File: src/rtl/cnn_lb_pkg.sv
// Shared LineBuffer constants and the writer state encoding.
// Imported by line_buffer_writer and lb_pos_counter.
package cnn_lb_pkg;

    localparam int LB_ADDR_WIDTH = 14;
    localparam int LB_DATA_WIDTH = 16;

    // PAD_PRE/PAD_POST are reachable only when LINE_BUFFER_WRITER_ZERO_PAD_EN is defined.
    typedef enum logic [2:0] {
        IDLE     = 3'd0,
        WRITE    = 3'd1,
        PAD_PRE  = 3'd2,
        PAD_POST = 3'd3,
        EOL      = 3'd4,
        DONE     = 3'd5
    } lb_wr_state_e;

endpackage

File: src/rtl/lb_pos_counter.sv
// Column/row position counter pair for the LineBuffer writer.
// The column wraps at COL_LAST; the row counter runs up to the frame size.
module lb_pos_counter
    import cnn_lb_pkg::*;
#(
    parameter int COL_WIDTH = LB_ADDR_WIDTH,
    parameter int ROW_WIDTH = 5,
    parameter int COL_LAST  = 99,
    parameter int ROW_LAST  = 19
) (
    input  logic                 clk,
    input  logic                 reset,
    input  logic                 col_inc,
    input  logic                 col_clr,
    input  logic                 row_inc,
    input  logic                 row_clr,
    output logic [COL_WIDTH-1:0] col,
    output logic [ROW_WIDTH-1:0] row,
    output logic                 col_tc,
    output logic                 row_tc
);

    assign col_tc = (col == COL_WIDTH'(COL_LAST));
    assign row_tc = (row == ROW_WIDTH'(ROW_LAST));

    always_ff @(posedge clk) begin
        if (reset) begin
            col <= '0;
            row <= '0;
        end else begin
            // Clear wins over increment so an early line end restarts at column 0.
            if (col_clr || (col_inc && col_tc)) begin
                col <= '0;
            end else if (col_inc) begin
                col <= col + 1'b1;
            end

            if (row_clr) begin
                row <= '0;
            end else if (row_inc) begin
                row <= row + 1'b1;
            end
        end
    end

endmodule

File: src/rtl/line_buffer_writer.sv
// Transmit side of the LineBuffer write port: pixel stream in, per-row write beats plus eol out.
// Optional zero padding of each row with LINE_BUFFER_WRITER_ZERO_PAD_EN.
module line_buffer_writer
    import cnn_lb_pkg::*;
#(
    parameter int DATA_WIDTH = LB_DATA_WIDTH,
    parameter int ADDR_WIDTH = LB_ADDR_WIDTH,
    parameter int LINE_WIDTH = 100,
    parameter int NUM_ROWS   = 20,
    parameter int PAD        = 1
) (
    input  logic                             clk,
    input  logic                             reset,
    input  logic                             s_valid,
    output logic                             s_ready,
    input  logic [DATA_WIDTH-1:0]            s_data,
    input  logic                             s_last,
    input  logic                             lb_ready,
    output logic                             lb_we,
    output logic [ADDR_WIDTH-1:0]            lb_wr_addr,
    output logic [DATA_WIDTH-1:0]            lb_data,
    output logic                             lb_eol,
    output logic [$clog2(NUM_ROWS+1)-1:0]    row_count,
    output logic                             frame_done,
    output logic                             err_len
);

    localparam int ROW_WIDTH = $clog2(NUM_ROWS + 1);
`ifdef LINE_BUFFER_WRITER_ZERO_PAD_EN
    localparam int LEAD = PAD;
    localparam lb_wr_state_e ROW_START = PAD_PRE;
`else
    // Without padding PAD has no effect on the column layout.
    localparam int LEAD = 0 * PAD;
    localparam lb_wr_state_e ROW_START = WRITE;
`endif
    localparam int PIX_LAST = LEAD + LINE_WIDTH - 1;
    localparam int COL_LAST = PIX_LAST + LEAD;

    lb_wr_state_e state;

    logic [ADDR_WIDTH-1:0] col;
    logic                  col_tc;
    logic                  row_tc;
    logic                  col_inc;
    logic                  col_clr;
    logic                  row_inc;
    logic                  row_clr;
    logic                  accept;
    logic                  at_pix_last;
    logic                  line_end;
    logic                  len_bad;

`ifdef LINE_BUFFER_WRITER_ZERO_PAD_EN
    logic [ADDR_WIDTH-1:0] pad_cnt;
    logic                  pad_last;
    logic                  post_end;

    assign pad_last    = (pad_cnt == ADDR_WIDTH'(PAD - 1));
    assign post_end    = pad_last || col_tc;
    assign at_pix_last = (col == ADDR_WIDTH'(PIX_LAST));
    // IDLE only waits for the first pixel here; the leading pad must be written before it is taken.
    assign s_ready     = lb_ready && (state == WRITE);
`else
    assign at_pix_last = col_tc;
    assign s_ready     = lb_ready && ((state == WRITE) || (state == IDLE));
`endif

    // s_valid && s_ready is a transfer; s_ready never depends on s_valid.
    assign accept   = s_valid && s_ready;
    assign line_end = accept && (at_pix_last || s_last);
    assign len_bad  = accept && (s_last != at_pix_last);

    always_comb begin
        col_inc = 1'b0;
        col_clr = 1'b0;
        row_inc = 1'b0;
        row_clr = 1'b0;
        if (lb_ready) begin
            case (state)
`ifdef LINE_BUFFER_WRITER_ZERO_PAD_EN
                WRITE: col_inc = accept;
                PAD_PRE: col_inc = 1'b1;
                PAD_POST: begin
                    col_inc = 1'b1;
                    col_clr = post_end;
                end
`else
                IDLE, WRITE: begin
                    col_inc = accept;
                    col_clr = line_end;
                end
`endif
                EOL: begin
                    row_inc = 1'b1;
                    col_clr = 1'b1;
                end
                DONE: row_clr = 1'b1;
                default: ;
            endcase
        end
    end

    lb_pos_counter #(
        .COL_WIDTH (ADDR_WIDTH),
        .ROW_WIDTH (ROW_WIDTH),
        .COL_LAST  (COL_LAST),
        .ROW_LAST  (NUM_ROWS - 1)
    ) u_pos (
        .clk     (clk),
        .reset   (reset),
        .col_inc (col_inc),
        .col_clr (col_clr),
        .row_inc (row_inc),
        .row_clr (row_clr),
        .col     (col),
        .row     (row_count),
        .col_tc  (col_tc),
        .row_tc  (row_tc)
    );

    always_ff @(posedge clk) begin
        if (reset) begin
            state      <= IDLE;
            lb_we      <= 1'b0;
            lb_wr_addr <= '0;
            lb_data    <= '0;
            lb_eol     <= 1'b0;
            frame_done <= 1'b0;
            err_len    <= 1'b0;
`ifdef LINE_BUFFER_WRITER_ZERO_PAD_EN
            pad_cnt    <= '0;
`endif
        end else begin
            lb_we      <= 1'b0;
            lb_eol     <= 1'b0;
            frame_done <= 1'b0;
            if (len_bad) begin
                err_len <= 1'b1;
            end
            // A low lb_ready freezes the FSM, so a due eol is deferred rather than lost.
            if (lb_ready) begin
                case (state)
`ifdef LINE_BUFFER_WRITER_ZERO_PAD_EN
                    IDLE: begin
                        if (s_valid) begin
                            state <= PAD_PRE;
                        end
                    end
                    PAD_PRE: begin
                        lb_we      <= 1'b1;
                        lb_wr_addr <= col;
                        lb_data    <= '0;
                        if (pad_last) begin
                            pad_cnt <= '0;
                            state   <= WRITE;
                        end else begin
                            pad_cnt <= pad_cnt + 1'b1;
                        end
                    end
                    WRITE: begin
                        if (accept) begin
                            lb_we      <= 1'b1;
                            lb_wr_addr <= col;
                            lb_data    <= s_data;
                            if (line_end) begin
                                state <= PAD_POST;
                            end
                        end
                    end
                    PAD_POST: begin
                        lb_we      <= 1'b1;
                        lb_wr_addr <= col;
                        lb_data    <= '0;
                        if (post_end) begin
                            pad_cnt <= '0;
                            state   <= EOL;
                        end else begin
                            pad_cnt <= pad_cnt + 1'b1;
                        end
                    end
`else
                    IDLE, WRITE: begin
                        if (accept) begin
                            lb_we      <= 1'b1;
                            lb_wr_addr <= col;
                            lb_data    <= s_data;
                            state      <= line_end ? EOL : WRITE;
                        end
                    end
`endif
                    EOL: begin
                        lb_eol <= 1'b1;
                        state  <= row_tc ? DONE : ROW_START;
                    end
                    DONE: begin
                        frame_done <= 1'b1;
                        state      <= IDLE;
                    end
                    default: state <= IDLE;
                endcase
            end
        end
    end

endmodule

File: config.mk
export PLATFORM = sky130hd
export DESIGN_NAME = line_buffer_writer
export DESIGN_NICKNAME = d
export VERILOG_FILES = /design/src/rtl/cnn_lb_pkg.sv /design/src/rtl/lb_pos_counter.sv /design/src/rtl/line_buffer_writer.sv
export SDC_FILE = /design/constraint.sdc
export NUM_CORES = 1
export LEC_CHECK = 0
export ABC_AREA = 1
export CORE_MARGIN = 2
export CORE_UTILIZATION = 43
export DETAILED_ROUTE_END_ITERATION = 6
export PLACE_DENSITY = 0.83
export SLEW_MARGIN = 20
export SYNTH_ARGS = -nofsm -noshare
export SYNTH_HDL_FRONTEND = slang
export SYNTH_SLANG_ARGS = --single-unit
File: constraint.sdc
create_clock -name clk -period 1.8 [get_ports clk]
set_clock_uncertainty 0.05 [all_clocks]
set_input_delay 0.54 -clock clk [delete_from_list [all_inputs] [get_ports clk]]
set_output_delay 0.54 -clock clk [all_outputs]
set_load 0.05 [all_outputs]
# Word level (Yosys, flattened, before mapping)
# Cells that the tools add are included.
dict set report word_totals {
  romBits 0
  register_bits 56
  mem_bits_rw 0
  elab_cells 48
  output_inout_bits 40
  mem_count 0
  inputBits 21
  latch_bits 0
}
dict set report op_classes {
  mux 13
  n_bitwise 2
  div 0
  order_cmp 0
  n_shift 0
  n_reduce_logical 15
  mul 0
  n_addsub 2
  eq_ne 7
}
# cell count
set op_table {}
lappend op_table {{adder 14 x 1 -> 14 bit, second input constant} 1}
lappend op_table {{equality test 14 x 7 -> 1 bit, second input constant} 1}
lappend op_table {{two-way mux 3 bit} 3}
lappend op_table {{two-way mux 1 bit} 8}
lappend op_table {{equality test 3 bit, second input constant} 2}
lappend op_table {{case mux 3 bit (2 select lines)} 1}
lappend op_table {{OR reduction 2 bit} 3}
lappend op_table {{adder 5 x 1 -> 5 bit, second input constant} 1}
lappend op_table {{equality test 5 bit, second input constant} 1}
lappend op_table {{logical AND 1 bit} 5}
lappend op_table {{equality test 3 x 1 -> 1 bit, second input constant} 1}
lappend op_table {{zero test 3 bit} 1}
lappend op_table {{logical OR 1 bit} 3}
lappend op_table {{AND reduction 3 bit} 1}
lappend op_table {{OR reduction 3 bit} 1}
lappend op_table {{!= test 2 bit, second input constant} 1}
lappend op_table {{NOT 1 bit} 2}
lappend op_table {{case mux 1 bit (2 select lines)} 1}
lappend op_table {{AND reduction 2 bit} 1}
lappend op_table {{!= test 1 bit} 1}

# Longest topological paths before layout
dict set report depth {
  ltp_word 9
  ltp_mapped 13
  ltp_nobuf 13
}

# Cells and area by module
# From an unflattened synthesis, not the netlist that was laid out.
dict set report unflattened {
  cells_unflattened 307
  area_unflattened_um2 2492.4
}
# mod seq_area_each_um2 cells_each area_each_um2 instances
set modules_own_cells {}
lappend modules_own_cells {line_buffer_writer 720.7 170 1534.0 1}
lappend modules_own_cells {lb_pos_counter 380.4 137 958.4 1}

# Least setup slack after synthesis
# Ideal clock, no wire load.
dict set report synth_path {
  path_type {input to output}
  start {input lb_ready}
  end {output s_ready}
  path_buffers 0
  setup_slack_ns -0.027
  required_ns 1.210
  stages 2
  t_arrival_ns 1.237
  cell_sequence {inv_1 nor2_1}
}
dict set report synth_via {
  elab_chain_len 1
}
# item line
set synth_lines {}
lappend synth_lines {{from (decl)} line_buffer_writer.sv:18} ;# input logic lb_ready,
lappend synth_lines {{logical AND 1 bit} line_buffer_writer.sv:66} ;# assign s_ready = lb_ready && ((state == WRITE) || (state == IDLE));
lappend synth_lines {{to (decl)} line_buffer_writer.sv:15} ;# output logic s_ready,
# No other way between the ends.

# Worst setup path in the final report
dict set report layout_path {
  start {register u_pos.col[1]}
  end {register u_pos.col[0]}
}
dict set report layout_via {
  elab_chain_len 7
  elab_cells_between_ends 8
  cone_classes {eq/ne (1); mux (2); reduce/logical (5)}
}
# item line
set layout_lines {}
lappend layout_lines {{from (decl)} lb_pos_counter.sv:17} ;# output logic [COL_WIDTH-1:0] col,
lappend layout_lines {{from (signal assigned)} lb_pos_counter.sv:35} ;# col <= col + 1'b1;
lappend layout_lines {{equality test 14 x 7 -> 1 bit (*)} lb_pos_counter.sv:23} ;# assign col_tc = (col == COL_WIDTH'(COL_LAST));
lappend layout_lines {{logical OR 1 bit} line_buffer_writer.sv:71} ;# assign line_end = accept && (at_pix_last || s_last);
lappend layout_lines {{logical AND 1 bit} line_buffer_writer.sv:71}
lappend layout_lines {{case mux 1 bit (2 select lines)} line_buffer_writer.sv:80} ;# case (state)
lappend layout_lines {{two-way mux 1 bit} line_buffer_writer.sv:79} ;# if (lb_ready) begin
lappend layout_lines {{logical OR 1 bit (*)} lb_pos_counter.sv:32} ;# if (col_clr || (col_inc && col_tc)) begin
lappend layout_lines {{OR reduction 2 bit (no line) (*)} n/a}
# Every way passes the cells marked *; elsewhere a longest branch is shown, timed or not.
# A chain may end at the register's enable or synchronous reset.

==> impl_metrics.ini <==
[pwr]
peakVddDrop_v = 0.000551
p_leak_nw = 1.44
p_per_area_nw_per_um2 = 678

[setup_path]
worstSetupPathType = flop to flop
rrSetupSlack_ns = -0.04
arrival_ns = 2.00
cp_max_fo = 6
cp.required_ns = 1.96
worstReg2RegEnd = u_pos.col[0]$_SDFFE_PP0P_
crit_end = u_pos.col[0]$_SDFFE_PP0P_
rr_startpoint = u_pos.col[1]$_SDFFE_PP0P_
r2r_cells = 12
end_kind = flop
cp-start-kind = flop
crit_start = u_pos.col[1]$_SDFFE_PP0P_

[synth]
synth_top_family_by_area = simple AND/OR/NAND/NOR gates
synth_xor_area_share_pct = 3.16
synthMuxAreaShare_pct = 0
synth_compound_area_share_pct = 11.7
synth-simple-area-share_pct = 27.6
postSynthAreaPerCell_um2 = 7.46
synthCells = 297
syn_area_um2 = 2220
synth_area_leaders = dfxtp_1 50%, nand2_1 15%, a21oi_1 8.6%
synth_fp_nets = 321
seq_area_frac_synth_pct = 49.7
synth_cell_type_count = 26
synth_top_area_share_pct = 49.7
ys_ff_latch = 55
synth-adder-area-share_pct = 1.69
synth_top_area_cell = dfxtp_1
yosysWarnings = 0

[placed_design]
dpl.cell_count = 443
dp_hpwl_mm = 4.14
io_buffers = 60
place_congestion = 0.823
preCtsSetupSlack_ns = -0.359

[route]
via_per_inst = 5.05
antenna_left = 0
drt_iter0_markers = 192
vias = 2301
drcViolationCount = 0
drt-total-wl_mm = 6.33
wire_per_inst_um = 13.9
drt-pass1-iter-count = 5

[timing]
slew_violations = 0
hold_ws_ns = 0.457
worstMarginPinSlew_ns = 0.366
rsz0062_at_grt = yes
period_share_pct = 102
setup_viol = 14
finalHoldViolCount = 0
clock.fmax_mhz = 543
slew_headroom_pct = 75.5
period_minus_slack_ns = 1.84
final.setup.worst_slack_ns = -0.0423

[global_routing]
grt_pass1_vias = 2037
grt_max_degree = 25
overflow = 0
grt_pass1_wl_mm = 8.61
track_usage_pct = 19.3
antenna_found_initial = 0

[floorplanning]
core-area_um2 = 5040
row_count = 26
initial_core_util_pct = 43.9
fp.dieW_um = 75.8
fp.dieArea_um2 = 5740
die_h_um = 75.8
io_pins = 61

[clock_network]
insertion_delay_ns = 0.32
ctsLongestPathBuffers = 2
cts_hold_buf = 0
cts.clk_slew.worst_paths_ns = 0.10
cts_sinks = 55
root_buffer = clkbuf_8
numCtsBuffers = 5
cts_tree = yes
cts_max_level = 2

[finish]
fin_cells = 456
insertedDiodeCount = 0
finalNetCount = 409
drive_above_1_share_pct = 26.2
area_delta_synth_final_pct = 67.8

[flow_run]
drv_cap = 0

[status]
violations = setup timing
outcome = complete, but fails checks

[hold_path]
hold_class = flop to flop
## through the flow
step	total power [W]	TNS (ns)	util, %	instance area, um^2
6_report	0.00252	-0.349	73.7	3720
3_3_place_gp	0.00168	-6.74	68.7	3470
3_5_place_dp	0.00169	-9.43	68.7	3470
2_1_floorplan	0.00147	0	-	2220
4_1_cts	0.00249	0	71.1	3590
5_1_grt	0.00260	-1.50	73.7	3720
## repair_timing
action,CTS,global route
endpoints found under the setup margin,14,15
setup buffers,0,4
gates cloned,0,1
pin swaps,1,5
resized for setup,5,20
hold endpoints to repair,0,0
## cells in the mapped netlist (all sizes together)
cell type and number:
nand4 2, inv 21, or2 1, xor2 5, clkbuf 1, o21ai 8, ha 3, buf 10
o21a 1, nor2 39, xnor2 3, dfxtp 55, nand3 11, nand2 89, a21oi 38, nor3 6
o21bai 1, a31oi 1, a22o 1, nand3b 1
## critical path: stages, from the launching register on
cell and delay, ns:
dfxtp_2 0.37, ha_4 0.16, nand3_4 0.09, nor2_4 0.14, nand2_2 0.09, ha_4 0.16
inv_2 0.03, nand4_1 0.12, nand2_1 0.14, nand2_2 0.09, nand3_4 0.09, clkbuf_16 0.15
nor2_1 0.04
## logic make-up (layout without fill, tap and decap cells)
logic type                 Yosys count  count (layout)
AOI/OAI and AO/OA                   50              50
DFF                                 55              55
xor gates and xnor gates             8               8
and+or+nand+nor                    149             149
adders and majority gates            3               3
buffers and inverters               32             121
## per-layer routing
| metal | part of all wire [%] | GRT usage (%) | wire length, um | vias to the layer above |
|---|---|---|---|---|
| met5 | 0 | 0 | 0 | - |
| met4 | 3.3 | 5.85 | 208 | 0 |
| met3 | 5.7 | 4.50 | 363 | 24 |
| met2 | 52 | 35.4 | 3280 | 88 |
| met1 | 39 | 22.1 | 2480 | 1068 |
| li1 | - | - | - | 1121 |
## report_power, final
group          switching [W]  total, W  internal, W
sequential         0.0000315   0.00128      0.00125
combinational       0.000208  0.000412     0.000204
clock               0.000409  0.000830     0.000421
total               0.000648   0.00252      0.00187
## placed cells by master (no fill, tap or decap), types with 3 or more instances in the layout
| cell | synthesis | final |
|---|---|---|
| dfxtp_1 | 55 | 53 |
| clkbuf_8 | 0 | 5 |
| nand2_2 | 0 | 3 |
| nor3_1 | 5 | 5 |
| inv_2 | 2 | 3 |
| nand3_1 | 10 | 8 |
| buf_12 | 0 | 41 |
| nand3_4 | 1 | 3 |
| a21oi_1 | 38 | 37 |
| nand2_1 | 89 | 86 |
| clkdlybuf4s50_1 | 0 | 19 |
| inv_1 | 19 | 18 |
| xor2_1 | 5 | 5 |
| nor2_2 | 1 | 5 |
| buf_4 | 0 | 30 |
| o21ai_0 | 8 | 7 |
| nor2_1 | 38 | 32 |
| xnor2_1 | 3 | 3 |
## sequential cells by signal, indices dropped and copies added, names as in the netlist
name and cells:
lb_data 16, lb_wr_addr 14, state 2, u_pos.col 14, lb_we 1, frame_done 1, u_pos.row 5, err_len 1
lb_eol 1
## worst min-delay path by stage
stage,startpoint,end,slack [ns],depth (start not counted)
global placement,lb_data[2]$_SDFFE_PP0P_,lb_data[2]$_SDFFE_PP0P_,0.44,2
detailed placement,lb_wr_addr[4]$_SDFFE_PP0P_,lb_wr_addr[4]$_SDFFE_PP0P_,0.44,2
CTS,lb_wr_addr[3]$_SDFFE_PP0P_,lb_wr_addr[3]$_SDFFE_PP0P_,0.46,2
global route,lb_data[13]$_SDFFE_PP0P_,lb_data[13]$_SDFFE_PP0P_,0.48,2
finish,lb_wr_addr[3]$_SDFFE_PP0P_,lb_wr_addr[3]$_SDFFE_PP0P_,0.46,2
floorplan,u_pos.col[13]$_SDFFE_PP0P_,lb_wr_addr[13]$_SDFFE_PP0P_,0.41,2
## layout make-up
cell class                 instances  area (um^2)
sequential                        55         1100
tap                               70         87.6
multi-input combinational        210         1070
clock inverter                     2         38.8
fill                             323         1320
inverter                          21         78.8
timing repair buffer              92         1270
clock buffer                       6         72.6
No activity file was read; power rests on OpenSTA's default activity.
